[config.mk]
export PLATFORM = sky130hd
export DESIGN_NAME = wb_slot_scheduler
export DESIGN_NICKNAME = d
export VERILOG_FILES = /design/src/rtl/wb_slot_scheduler_pkg.sv /design/src/rtl/wb_slot_scheduler_slot_table.sv /design/src/rtl/wb_slot_scheduler.sv
export SDC_FILE = /design/constraint.sdc
export NUM_CORES = 1
export LEC_CHECK = 0
export ABC_AREA = 1
export CAP_MARGIN = 10
export CORE_MARGIN = 3
export CORE_UTILIZATION = 45
export CTS_CLUSTER_DIAMETER = 80
export DETAILED_ROUTE_END_ITERATION = 8
export GPL_ROUTABILITY_DRIVEN = 1
export PLACE_DENSITY = 0.67
export SLEW_MARGIN = 20
export SYNTH_ARGS = -nofsm -noshare
export SYNTH_HDL_FRONTEND = slang
export SYNTH_HIERARCHICAL = 1
export SYNTH_SLANG_ARGS = --single-unit
[constraint.sdc]
create_clock -name wb_clock_i -period 3.15 [get_ports wb_clock_i]
set_input_delay 0.315 -clock wb_clock_i [delete_from_list [all_inputs] [get_ports wb_clock_i]]
set_output_delay 0.315 -clock wb_clock_i [all_outputs]
set_load 0.05 [all_outputs]
[src/rtl/wb_slot_scheduler_pkg.sv]
// Shared types and reset defaults for the Wishbone / CPU slot scheduler.
package wb_slot_scheduler_pkg;

    localparam int SLOT_COUNT = 8;

    typedef enum logic [1:0] {
        OWNER_IDLE  = 2'd0,
        OWNER_VIDEO = 2'd1,
        OWNER_CPU   = 2'd2,
        OWNER_SPI   = 2'd3
    } owner_t;

    // Two bits per slot, slot 0 in the LSBs: {S,S,C,C,V,V,V,V} from slot 7 down to slot 0.
    localparam logic [2*SLOT_COUNT-1:0] DEFAULT_SLOT_TABLE = 16'hFA55;

    function automatic owner_t default_owner(input int idx);
        if (idx < SLOT_COUNT) begin
            return owner_t'(DEFAULT_SLOT_TABLE[2*idx +: 2]);
        end
        return OWNER_IDLE;
    endfunction

endpackage

[src/rtl/wb_slot_scheduler_slot_table.sv]
// Slot ownership register file: one write port, one combinational read port.
module wb_slot_scheduler_slot_table
    import wb_slot_scheduler_pkg::*;
#(
    parameter int SLOT_BITS = 3
) (
    input  logic                 clk_sys,
    input  logic                 rst_b,
    input  logic                 we,
    input  logic [SLOT_BITS-1:0] wr_slot,
    input  logic [1:0]           wr_owner,
    input  logic [SLOT_BITS-1:0] rd_slot,
    output logic [1:0]           rd_owner
);

    localparam int DEPTH = 2 ** SLOT_BITS;

    logic [1:0] table_q [DEPTH];

    always_ff @(posedge clk_sys or negedge rst_b) begin
        if (!rst_b) begin
            for (int i = 0; i < DEPTH; i++) begin
                table_q[i] <= default_owner(i);
            end
        end else if (we) begin
            table_q[wr_slot] <= wr_owner;
        end
    end

    // Read sees the pre-write contents, so a write landing on the advance edge is not latched.
    assign rd_owner = table_q[rd_slot];

endmodule

[src/rtl/wb_slot_scheduler.sv]
// Slot-table driven scheduler for the shared Wishbone bus and the CPU memory window.
module wb_slot_scheduler
    import wb_slot_scheduler_pkg::*;
#(
    parameter int SLOT_BITS     = 3,
    parameter int OVR_CNT_WIDTH = 8
) (
    input  logic                     wb_clock_i,
    input  logic                     wb_reset_ni,
    input  logic                     clk8_en_i,
    input  logic                     video_cycle_i,
    input  logic                     spi1_cycle_i,
    input  logic                     wb_strobe_i,
    input  logic                     wb_stall_i,
    input  logic                     wb_ack_i,
    input  logic                     cfg_we_i,
    input  logic [SLOT_BITS-1:0]     cfg_slot_i,
    input  logic [1:0]               cfg_owner_i,
    output logic                     wbc_sel_o,
    output logic                     wb_en_o,
    output logic                     cpu_grant_en_o,
    output logic [SLOT_BITS-1:0]     slot_o,
    output logic                     overrun_o,
    output logic [OVR_CNT_WIDTH-1:0] overrun_count_o
);

    logic [SLOT_BITS-1:0]     slot_q;
    logic [SLOT_BITS-1:0]     slot_next;
    logic [1:0]               owner_raw;
    owner_t                   owner_next;
    logic                     busy_q;
    logic                     busy_hold;
    logic                     eff_valid;
    logic                     eff_spi;
    logic                     wbc_sel_q;
    logic                     wb_en_q;
    logic                     cpu_grant_q;
    logic                     overrun_q;
    logic [OVR_CNT_WIDTH-1:0] overrun_cnt_q;

    assign slot_next  = slot_q + 1'b1;
    assign owner_next = owner_t'(owner_raw);

    wb_slot_scheduler_slot_table #(
        .SLOT_BITS (SLOT_BITS)
    ) u_slot_table (
        .clk_sys  (wb_clock_i),
        .rst_b    (wb_reset_ni),
        .we       (cfg_we_i),
        .wr_slot  (cfg_slot_i),
        .wr_owner (cfg_owner_i),
        .rd_slot  (slot_next),
        .rd_owner (owner_raw)
    );

    // An ack arriving on the decide edge retires the transfer before the slot is judged.
    assign busy_hold = busy_q & ~wb_ack_i;

    always_comb begin
        eff_valid = 1'b0;
        eff_spi   = 1'b0;
        case (owner_next)
            OWNER_CPU: begin
                eff_valid = 1'b0;
            end
            OWNER_SPI: begin
                if (spi1_cycle_i) begin
                    eff_valid = 1'b1;
                    eff_spi   = 1'b1;
                end else if (video_cycle_i) begin
                    eff_valid = 1'b1;
                end
            end
            default: begin
                if (video_cycle_i) begin
                    eff_valid = 1'b1;
                end else if (spi1_cycle_i) begin
                    eff_valid = 1'b1;
                    eff_spi   = 1'b1;
                end
            end
        endcase
    end

    always_ff @(posedge wb_clock_i or negedge wb_reset_ni) begin
        if (!wb_reset_ni) begin
            slot_q        <= '1;
            wbc_sel_q     <= 1'b0;
            wb_en_q       <= 1'b0;
            cpu_grant_q   <= 1'b0;
            overrun_q     <= 1'b0;
            overrun_cnt_q <= '0;
            busy_q        <= 1'b0;
        end else begin
            wb_en_q     <= 1'b0;
            cpu_grant_q <= 1'b0;
            overrun_q   <= 1'b0;
            if (clk8_en_i) begin
                slot_q <= slot_next;
                if (busy_hold) begin
                    overrun_q <= 1'b1;
                    if (overrun_cnt_q != '1) begin
                        overrun_cnt_q <= overrun_cnt_q + 1'b1;
                    end
                end else if (owner_next == OWNER_CPU) begin
                    cpu_grant_q <= 1'b1;
                end else if (eff_valid) begin
                    wb_en_q   <= 1'b1;
                    wbc_sel_q <= eff_spi;
                end
            end
            if (wb_ack_i) begin
                busy_q <= 1'b0;
            end else if (wb_strobe_i && !wb_stall_i) begin
                busy_q <= 1'b1;
            end
        end
    end

    assign wbc_sel_o       = wbc_sel_q;
    assign wb_en_o         = wb_en_q;
    assign cpu_grant_en_o  = cpu_grant_q;
    assign slot_o          = slot_q;
    assign overrun_o       = overrun_q;
    assign overrun_count_o = overrun_cnt_q;

endmodule

# Yosys cells after proc, flatten, opt, wreduce, memory -nomap -nowiden
# Cells that the tools add are included.
[op_classes] n_addsub=2 order_cmp=3 eq_ne=3 muxes=24 bitwise=6 reduce_logical=6
[op_table] operator="1-bit 2-to-1 mux" count=17
[op_table] operator="16-bit bitwise mux" count=1
[op_table] operator="8-bit by 1-bit adder with 8-bit output (second input constant)" count=1
[op_table] operator="4-bit greater-or-equal comparator (second input constant)" count=2
[op_table] operator="8-bit != test (second input constant)" count=1
[op_table] operator="3-bit NOT with 4-bit output" count=2
[op_table] operator="2-bit binary-select mux with 3-bit select" count=1
[op_table] operator="2-bit demux with 3-bit select" count=1
[op_table] operator="2-bit 2-to-1 mux" count=3
[op_table] operator="2-bit == test (second input constant)" count=2
[op_table] operator="4-bit by 1-bit less-than comparator with 1-bit output (second input constant)" count=1
[op_table] operator="4-bit AND reduction" count=1
[op_table] operator="3-bit by 1-bit adder with 3-bit output (second input constant)" count=1
[op_table] operator="1-bit NOT" count=3
[op_table] operator="3-bit AND reduction" count=1
[op_table] operator="1-bit logical AND" count=2
[op_table] operator="1-bit case mux with 2 select lines" count=1
[op_table] operator="2-bit nonzero test" count=1
[op_table] operator="1-bit bitwise AND" count=1
[op_table] operator="1-bit logical NOT" count=1
[totals] reg_bits=32 in_bits=14 output_inout_bits=15 wordCells=59

# Logic depth before layout (Yosys ltp)
# Gate-level depths: netlist (run 1).
[logic_depth] ltp_word=11 mapped_depth=14 mapped_depth_nobuf=13

# Hierarchy
# The synthesis (run 1) kept the hierarchy.
[by_module_without_submodules] module="wb_slot_scheduler_slot_table" n_inst=1 cells_per_inst=121 area_each_um2=850.8 seq_area_each_um2=412.9
[by_module_without_submodules] module="wb_slot_scheduler" n_inst=1 cells_per_inst=100 area_each_um2=803.3 seq_area_each_um2=404.1

# Least setup slack after synthesis (run 1)
# No wires, ideal clock.
[synth_path] path_kind="reg-to-reg" start="reg slot_q[0] (netlist: slot_o[0])" end="reg wbc_sel_q (netlist: wbc_sel_o)" setup_ns=0.120 t_arrival_ns=1.758 t_required_ns=3.030 slack_ns=1.272 path_stages_with_launch=12 path_buffers=0 synth_period_minus_slack_ns=1.878 path_cell_list="dfstp_2 -> ha_1 -> inv_1 -> nand3_1 -> nand2_1 -> nand2_1 -> nand2_1 -> inv_1 -> nand2_1 -> o21ai_0 -> o21ai_0 -> nand2_1"
[synth_between] elab_chain_len=8 elab_cells_between_ends=11 classes_between="1 x add/sub; 2 x eq/ne; 5 x mux; 2 x bitwise; 1 x reduce/logical"
[synth_lines] item="start, declared" line_no="wb_slot_scheduler.sv:27" source="logic [SLOT_BITS-1:0] slot_q;"
[synth_lines] item="start signal, assigned" line_no="wb_slot_scheduler.sv:99" source="slot_q <= slot_next;"
[synth_lines] item="3-bit by 1-bit adder with 3-bit output *" line_no="wb_slot_scheduler.sv:41" source="assign slot_next = slot_q + 1'b1;"
[synth_lines] item="via slot_next[1]" line_no="wb_slot_scheduler.sv:28" source="logic [SLOT_BITS-1:0] slot_next;"
[synth_lines] item="3-bit NOT with 4-bit output (implied by the code) *" line_no="wb_slot_scheduler_slot_table.sv:31" source="assign rd_owner = table_q[rd_slot];"
[synth_lines] item="2-bit binary-select mux with 3-bit select *" line_no="wb_slot_scheduler_slot_table.sv:31"
[synth_lines] item="2-bit 2-to-1 mux (implied by the code) * (2 in series)" line_no="wb_slot_scheduler_slot_table.sv:31"
[synth_lines] item="via owner_next[0]" line_no="wb_slot_scheduler.sv:30" source="owner_t owner_next;"
[synth_lines] item="2-bit == test, on equally long branches" line_no="wb_slot_scheduler.sv:62, wb_slot_scheduler.sv:105"
[synth_lines] item="1-bit case mux with 2 select lines or 1-bit NOT (tied branches)"
[synth_lines] item="4-bit AND reduction (no source line)"
[synth_lines] item="end signal, assigned" line_no="wb_slot_scheduler.sv:109" source="wbc_sel_q <= eff_spi;"
[synth_lines] item="end, declared" line_no="wb_slot_scheduler.sv:35" source="logic wbc_sel_q;"
# Mark *: on every way through the listed nets, which the timed path passes. The rest lies on a longest branch. The select of a mux whose other input is x is not followed.
# A chain may end at the register's enable or synchronous reset.

# Worst setup path after layout (run 1)
[layout_path] start="reg slot_q[0] (netlist: slot_o[0])" end="out slot_o[0]"
[layout_lines] item="end, declared" line_no="wb_slot_scheduler.sv:22" source="output logic [SLOT_BITS-1:0] slot_o,"
# No word-level cell between the ends.

==> results of run 1 <==
area by class of cell:
cell class              count  area share
inverters                  38      0.0703
multi-input cells         150       0.328
clock buffers               8      0.0433
repair buffers             29       0.138
flip-flops and latches     32       0.392
well taps                  46      0.0276
flip-flops by register name, summed over array words and instances (netlist names):
| register | count |
|---|---|
| overrun_o | 1 |
| busy_q | 1 |
| wbc_sel_o | 1 |
| u_slot_table/table_q | 16 |
| slot_o | 3 |
| overrun_count_o | 8 |
| wb_en_o | 1 |
| cpu_grant_en_o | 1 |
how the worst max path moves through the flow:
stage,startpoint,end,slack [ns],depth (start not counted)
finish,slot_o[0],slot_o[0],1.17,1
global route,slot_o[0],wbc_sel_o,1.02,12
CTS,slot_o[0],slot_o[0],1.15,1
detailed placement,slot_o[0],wbc_sel_o,1.31,11
global placement,slot_o[0],wbc_sel_o,1.40,11
floorplan,slot_o[0],wbc_sel_o,1.27,11
power groups by stage:
stage | sequential [mW] | clock (mW) | combinational (mW)
5_1_grt | 0.604 | 0.351 | 0.818
6_report | 0.592 | 0.318 | 0.717
2_1_floorplan | 0.754 | 0 | 0.365
4_1_cts | 0.592 | 0.331 | 0.720
3_3_place_gp | 0.596 | 0 | 0.707
3_5_place_dp | 0.598 | 0 | 0.717
cells in the final DEF, fill, tap and decap left out:
cell type and count:
clkbuf_1 2, dfrtp_1 19, nor2_1 9, buf_4 1
dfstp_2 13, o21ai_0 19, nand3_1 13, clkinv_2 1
nand2_4 1, nand2_1 91, nand2_2 2, nor2_4 1
xor2_1 3, inv_2 2, xnor2_1 1, inv_4 1
nor3_2 1, ha_1 2, clkbuf_8 6, clkdlybuf4s50_1 28
inv_1 34, nor2_2 2, nand3_2 1, o21ai_1 4
through the flow:
step | total power, mW | instance area [um2] | setup WS, ns | util
5_1_grt | 1.77 | 2080 | 1.02 | 0.605
4_1_cts | 1.64 | 2080 | 1.15 | 0.605
3_3_place_gp | 1.30 | 1990 | 1.40 | 0.579
3_5_place_dp | 1.32 | 1990 | 1.31 | 0.579
2_1_floorplan | 1.12 | 1650 | 1.27 | -
6_report | 1.63 | 2080 | 1.17 | 0.605
per-layer routing:
layer,up-vias,part of all wire,track usage,routed length [um]
met5,-,0,0,0
met3,10,0.047,0.0590,153
met2,24,0.46,0.272,1480
met4,0,0.027,0.0838,87
li1,743,-,-,-
met1,605,0.47,0.201,1510
cell usage after synthesis:
library cell and n:
clkinv_2 1, nand2_2 2, nor2_1 9, o21ai_0 19
nor2_4 1, buf_4 1, nor3_2 1, inv_2 2
dfstp_2 13, nand3_2 1, nand3_1 13, xor2_1 3
nand2_1 91, ha_1 2, xnor2_1 1, nor2_2 2
inv_4 1, o21ai_1 4, nand2_4 1, inv_1 34
dfrtp_1 19
logic make-up (layout without fill, tap and decap cells):
group	count (synthesis)	in the layout	synth area share
AOI/OAI and AO/OA	23	23	0.0696
adders and majority gates	2	2	0.0151
and+or+nand+nor	121	121	0.307
DFF	32	32	0.494
buffers and inverters	39	75	0.0930
xor gates and xnor gates	4	4	0.0212
==> results.cfg, run 1 <==
[finish]
final-seq-area_um2 = 817
n_antenna_cell = 0
stdcell_count = 303
final_nets = 272
multiInputGateArea_um2 = 683
area_growth_pct = 25.9
final.fill_count = 298
drive_above_1_share = 0.125

[power]
p_sw_mw = 0.673
p_per_area_nw_per_um2 = 782
power.internal_mw = 0.954
p_leak_nw = 1.04
pwr-share-clk = 0.196
power_frac_comb = 0.441
seqPwrFrac = 0.364
p_sw_frac = 0.414
peakVddDrop_v = 0.000351

[global_route]
antenna_found_initial = 0
grt_use_total = 0.170
grt_max_degree = 33
gr-total-overflow = 0
grt_pass1_vias = 1304
grt_pass1_wl_mm = 5.59

[critical_path]
crit_type = reg -> out
end_kind = output port
crit_required_ns = 2.83
cp_top_family = buffers and inverters
rr_worst_depth = 11
crit_buf_inv = 1
startpoint_type = flip-flop
critPathSlowestCell = clkdlybuf4s50_1
path_cells = clkdlybuf4s50_1
max_stage_delay_ns = 0.82
reg2reg_to = wbc_sel_o
critical_path_arrival_ns = 1.66
r2r_start = slot_o[0]
r2r_slack_ns = 1.28
path_max_fanout = 4

[floorplanning]
fp.coreArea_um2 = 3440
die-area_um2 = 4440
rows = 21
die_x_um = 66.6
io_pins = 29
die_h_um = 66.6
initial_core_util = 0.481

[routing]
ant_nets = 0
wl_per_cell_um = 10.7
finalWirelength_mm = 3.23
firstDrtPassIters = 4
via_per_inst = 4.56
drcViolationCount = 0
drt_iter0_markers = 51
vias = 1382

[clock_network]
clk_latency_ns = 0.28
cts_hold_buf = 0
cts_made_buffers = 5
clk_path_buf_depth = 2
clkTransAtPathRegs_ns = 0.06
post_cts_buffers = 0
cts_root_buffer = clkbuf_8
cts.sinks = 32
h-tree-depth = 2
cts_tree = done
post_cts_resized = 0

[timing]
skew_ns = 0.00523
finalSetupViolCount = 0
rsz0062_at_grt = false
tightest_slew_ns = 0.517
post-route-period-util = 0.628
slew_headroom = 0.654
final_max_slew_viol_count = 0
tns_ns = 0
hold_violations = 0
max_freq_mhz = 505
period_needed_ns = 1.98
holdWs_ns = 0.429

[placed_design]
placed_cells = 295
place_hpwl_mm = 2.42
finalWeightedCongestion = 0.867
port_buffers = 28

[yosys]
syn-cell-area_um2 = 1650
synthTopCellsByArea = dfrtp_1 (29%), dfstp_2 (21%), nand2_1 (21%), inv_1 (7.7%), o21ai_0 (5.7%)
synth_seq_cells = 32
yosysTopAreaCell = dfrtp_1
syn_inst = 221
yosysWarnings = 6
synth.top_cell.area_share = 0.287
synth.avg_cell_area_um2 = 7.48
synth_cell_types = 21
synth_nets = 237
synth_seq_area_share = 0.494

[run_status]
outcome = finished clean

[run]
max_cap_viol_count = 0

[worst_hold_path]
worst_hold_path_type = in -> async
Power figures use the tool's default switching activity.
==> run 2: changes to the inputs <==
--- a/config.mk
+++ b/config.mk
@@ -12,7 +12,7 @@
 export CTS_CLUSTER_DIAMETER = 80
 export DETAILED_ROUTE_END_ITERATION = 8
 export GPL_ROUTABILITY_DRIVEN = 1
-export PLACE_DENSITY = 0.67
+export PLACE_DENSITY = 0.7
 export SLEW_MARGIN = 20
 export SYNTH_ARGS = -nofsm -noshare
 export SYNTH_HDL_FRONTEND = slang
==> constraint.sdc (replaced) <==
create_clock -name wb_clock_i -period 1.8 [get_ports wb_clock_i]
set_input_delay 0.18 -clock wb_clock_i [delete_from_list [all_inputs] [get_ports wb_clock_i]]
set_output_delay 0.18 -clock wb_clock_i [all_outputs]
set_load 0.05 [all_outputs]
==> results.cfg, run 2 (same netlist as run 1, synthesis figures left out) <==
[clock_network]
cts_tree = done
h-tree-depth = 2
cts_made_buffers = 5
clkTransAtPathRegs_ns = 0.07
cts.sinks = 32
clk_path_buf_depth = 2
cts_hold_buf = 0
cts_root_buffer = clkbuf_8
clk_latency_ns = 0.27

[placed_design]
finalWeightedCongestion = 0.912
placed_cells = 295
port_buffers = 28
place_ws_ns = 0.0145
place_hpwl_mm = 2.50

[critical_path]
rr_worst_depth = 12
r2r_slack_ns = -0.03
startpoint_type = flip-flop
crit_required_ns = 2.01
end_kind = flip-flop
path_max_fanout = 8
reg2reg_to = wbc_sel_o
critical_path_arrival_ns = 2.04
crit_type = reg -> reg
r2r_start = slot_o[0]

[timing]
skew_ns = 0.00558
rsz0062_at_grt = true
slew_headroom = 0.666
post-route-period-util = 1.01
setup_ws_ns = -0.0253
max_freq_mhz = 548
period_needed_ns = 1.83
hold_violations = 0
tightest_slew_ns = 0.499
tns_ns = -0.0253
holdWs_ns = 0.302
finalSetupViolCount = 1
final_max_slew_viol_count = 0

[run_status]
failed_checks = negative setup slack
outcome = finished with violations

[power]
pwr-share-clk = 0.176
power_frac_comb = 0.482
p_sw_frac = 0.430
seqPwrFrac = 0.342
peakVddDrop_v = 0.000871
p_sw_mw = 1.36
power.internal_mw = 1.80
p_leak_nw = 1.06
p_per_area_nw_per_um2 = 1450

[finish]
final_nets = 274
mostFrequentLayoutCell = nand2_1
final.fill_count = 308
top_register = u_slot_table/table_q
n_antenna_cell = 0
area_growth_pct = 31.8
stdcell_count = 305
layout_common_cells = nand2_1 (82), inv_1 (32), clkdlybuf4s50_1 (24)
drive_above_1_share = 0.224
largest_reg_flops = 16

[floorplanning]
initial_core_util = 0.481
die-area_um2 = 4440
rows = 21
fp.coreArea_um2 = 3440
die_h_um = 66.6
io_pins = 29
die_x_um = 66.6

[routing]
drt_iter0_markers = 69
via_per_inst = 4.69
drcViolationCount = 0
wl_per_cell_um = 11.6
firstDrtPassIters = 4
vias = 1431
ant_nets = 0
finalWirelength_mm = 3.54

[global_route]
grt_pass1_wl_mm = 5.75
antenna_found_initial = 0
grt_use_total = 0.171
grt_pass1_vias = 1373
gr-total-overflow = 0
grt_max_degree = 33

[run]
max_cap_viol_count = 0

[worst_hold_path]
worst_hold_path_type = in -> async
==> run 2: cell types whose count changed in the layout (fill, tap and decap cells not counted), sizes merged <==
| cell | change |
|---|---|
| clkinvlp | +2 |
| clkdlybuf4s50 | -4 |
| buf | +5 |
| inv | -2 |
| clkbuf | -2 |
| clkinv | +3 |
==> run 2: layout make-up <==
cell class	instances	area, um2	area share
clock buffers	6	82.6	0.0379
clock inverters	2	10.0	0.00459
repair buffers	30	285	0.131
inverters	38	158	0.0723
repair inverters	1	5.00	0.00230
flip-flops and latches	32	821	0.377
well taps	46	57.6	0.0264
multi-input cells	150	761	0.349
==> run 2: worst max path at each step <==
stage | startpoint | endpoint | slack [ns] | depth (start not counted)
4_1_cts | slot_o[0] | wbc_sel_o | 0.001 | 12
5_1_grt | slot_o[0] | wbc_sel_o | -0.12 | 12
2_1_floorplan | slot_o[1] | wbc_sel_o | 0.009 | 11
6_report | slot_o[0] | wbc_sel_o | -0.03 | 12
3_5_place_dp | slot_o[0] | wbc_sel_o | 0.01 | 9
3_3_place_gp | slot_o[0] | wbc_sel_o | 0.06 | 11
==> run 2: per-stage QoR <==
stage / utilization / instance area (um2) / power (mW)
after floorplan: - / 1670 / 2.00
after global placement: 0.581 / 2000 / 2.31
after detailed placement: 0.581 / 2000 / 2.34
after CTS: 0.610 / 2100 / 2.92
after global routing: 0.633 / 2180 / 3.40
final: 0.633 / 2180 / 3.16
==> run 2: layer usage <==
layer,wire [um],up-vias,GRT usage
met2,1700,24,0.269
met4,66,0,0.0761
li1,-,740,-
met1,1660,663,0.225
met5,0,-,0
met3,104,4,0.0354
==> run 2: timing repair <==
action                     in CTS  in global routing
cloned                          0                  1
pin swaps                       0                  8
setup endpoints to repair       1                  2
resized for setup               1                 22
buffers inserted                0                  1
==> run 2: power groups by stage <==
stage | clock [mW] | combinational [mW] | sequential, mW
finish | 0.557 | 1.52 | 1.08
global route | 0.614 | 1.68 | 1.11
CTS | 0.575 | 1.28 | 1.06
detailed placement | 0 | 1.27 | 1.07
global placement | 0 | 1.25 | 1.06
floorplan | 0 | 0.664 | 1.34
==> run 2: critical path, stage by stage (launching register included) <==
cell	delay, ns
dfstp_4	0.67
clkinvlp_4	0.17
clkinv_4	0.13
nand2_2	0.07
nand3_1	0.08
nand2_1	0.05
nand2_1	0.10
nand2_2	0.08
nand2_2	0.07
o21ai_2	0.06
nor2_1	0.14
nand3_1	0.09
nand2_1	0.06
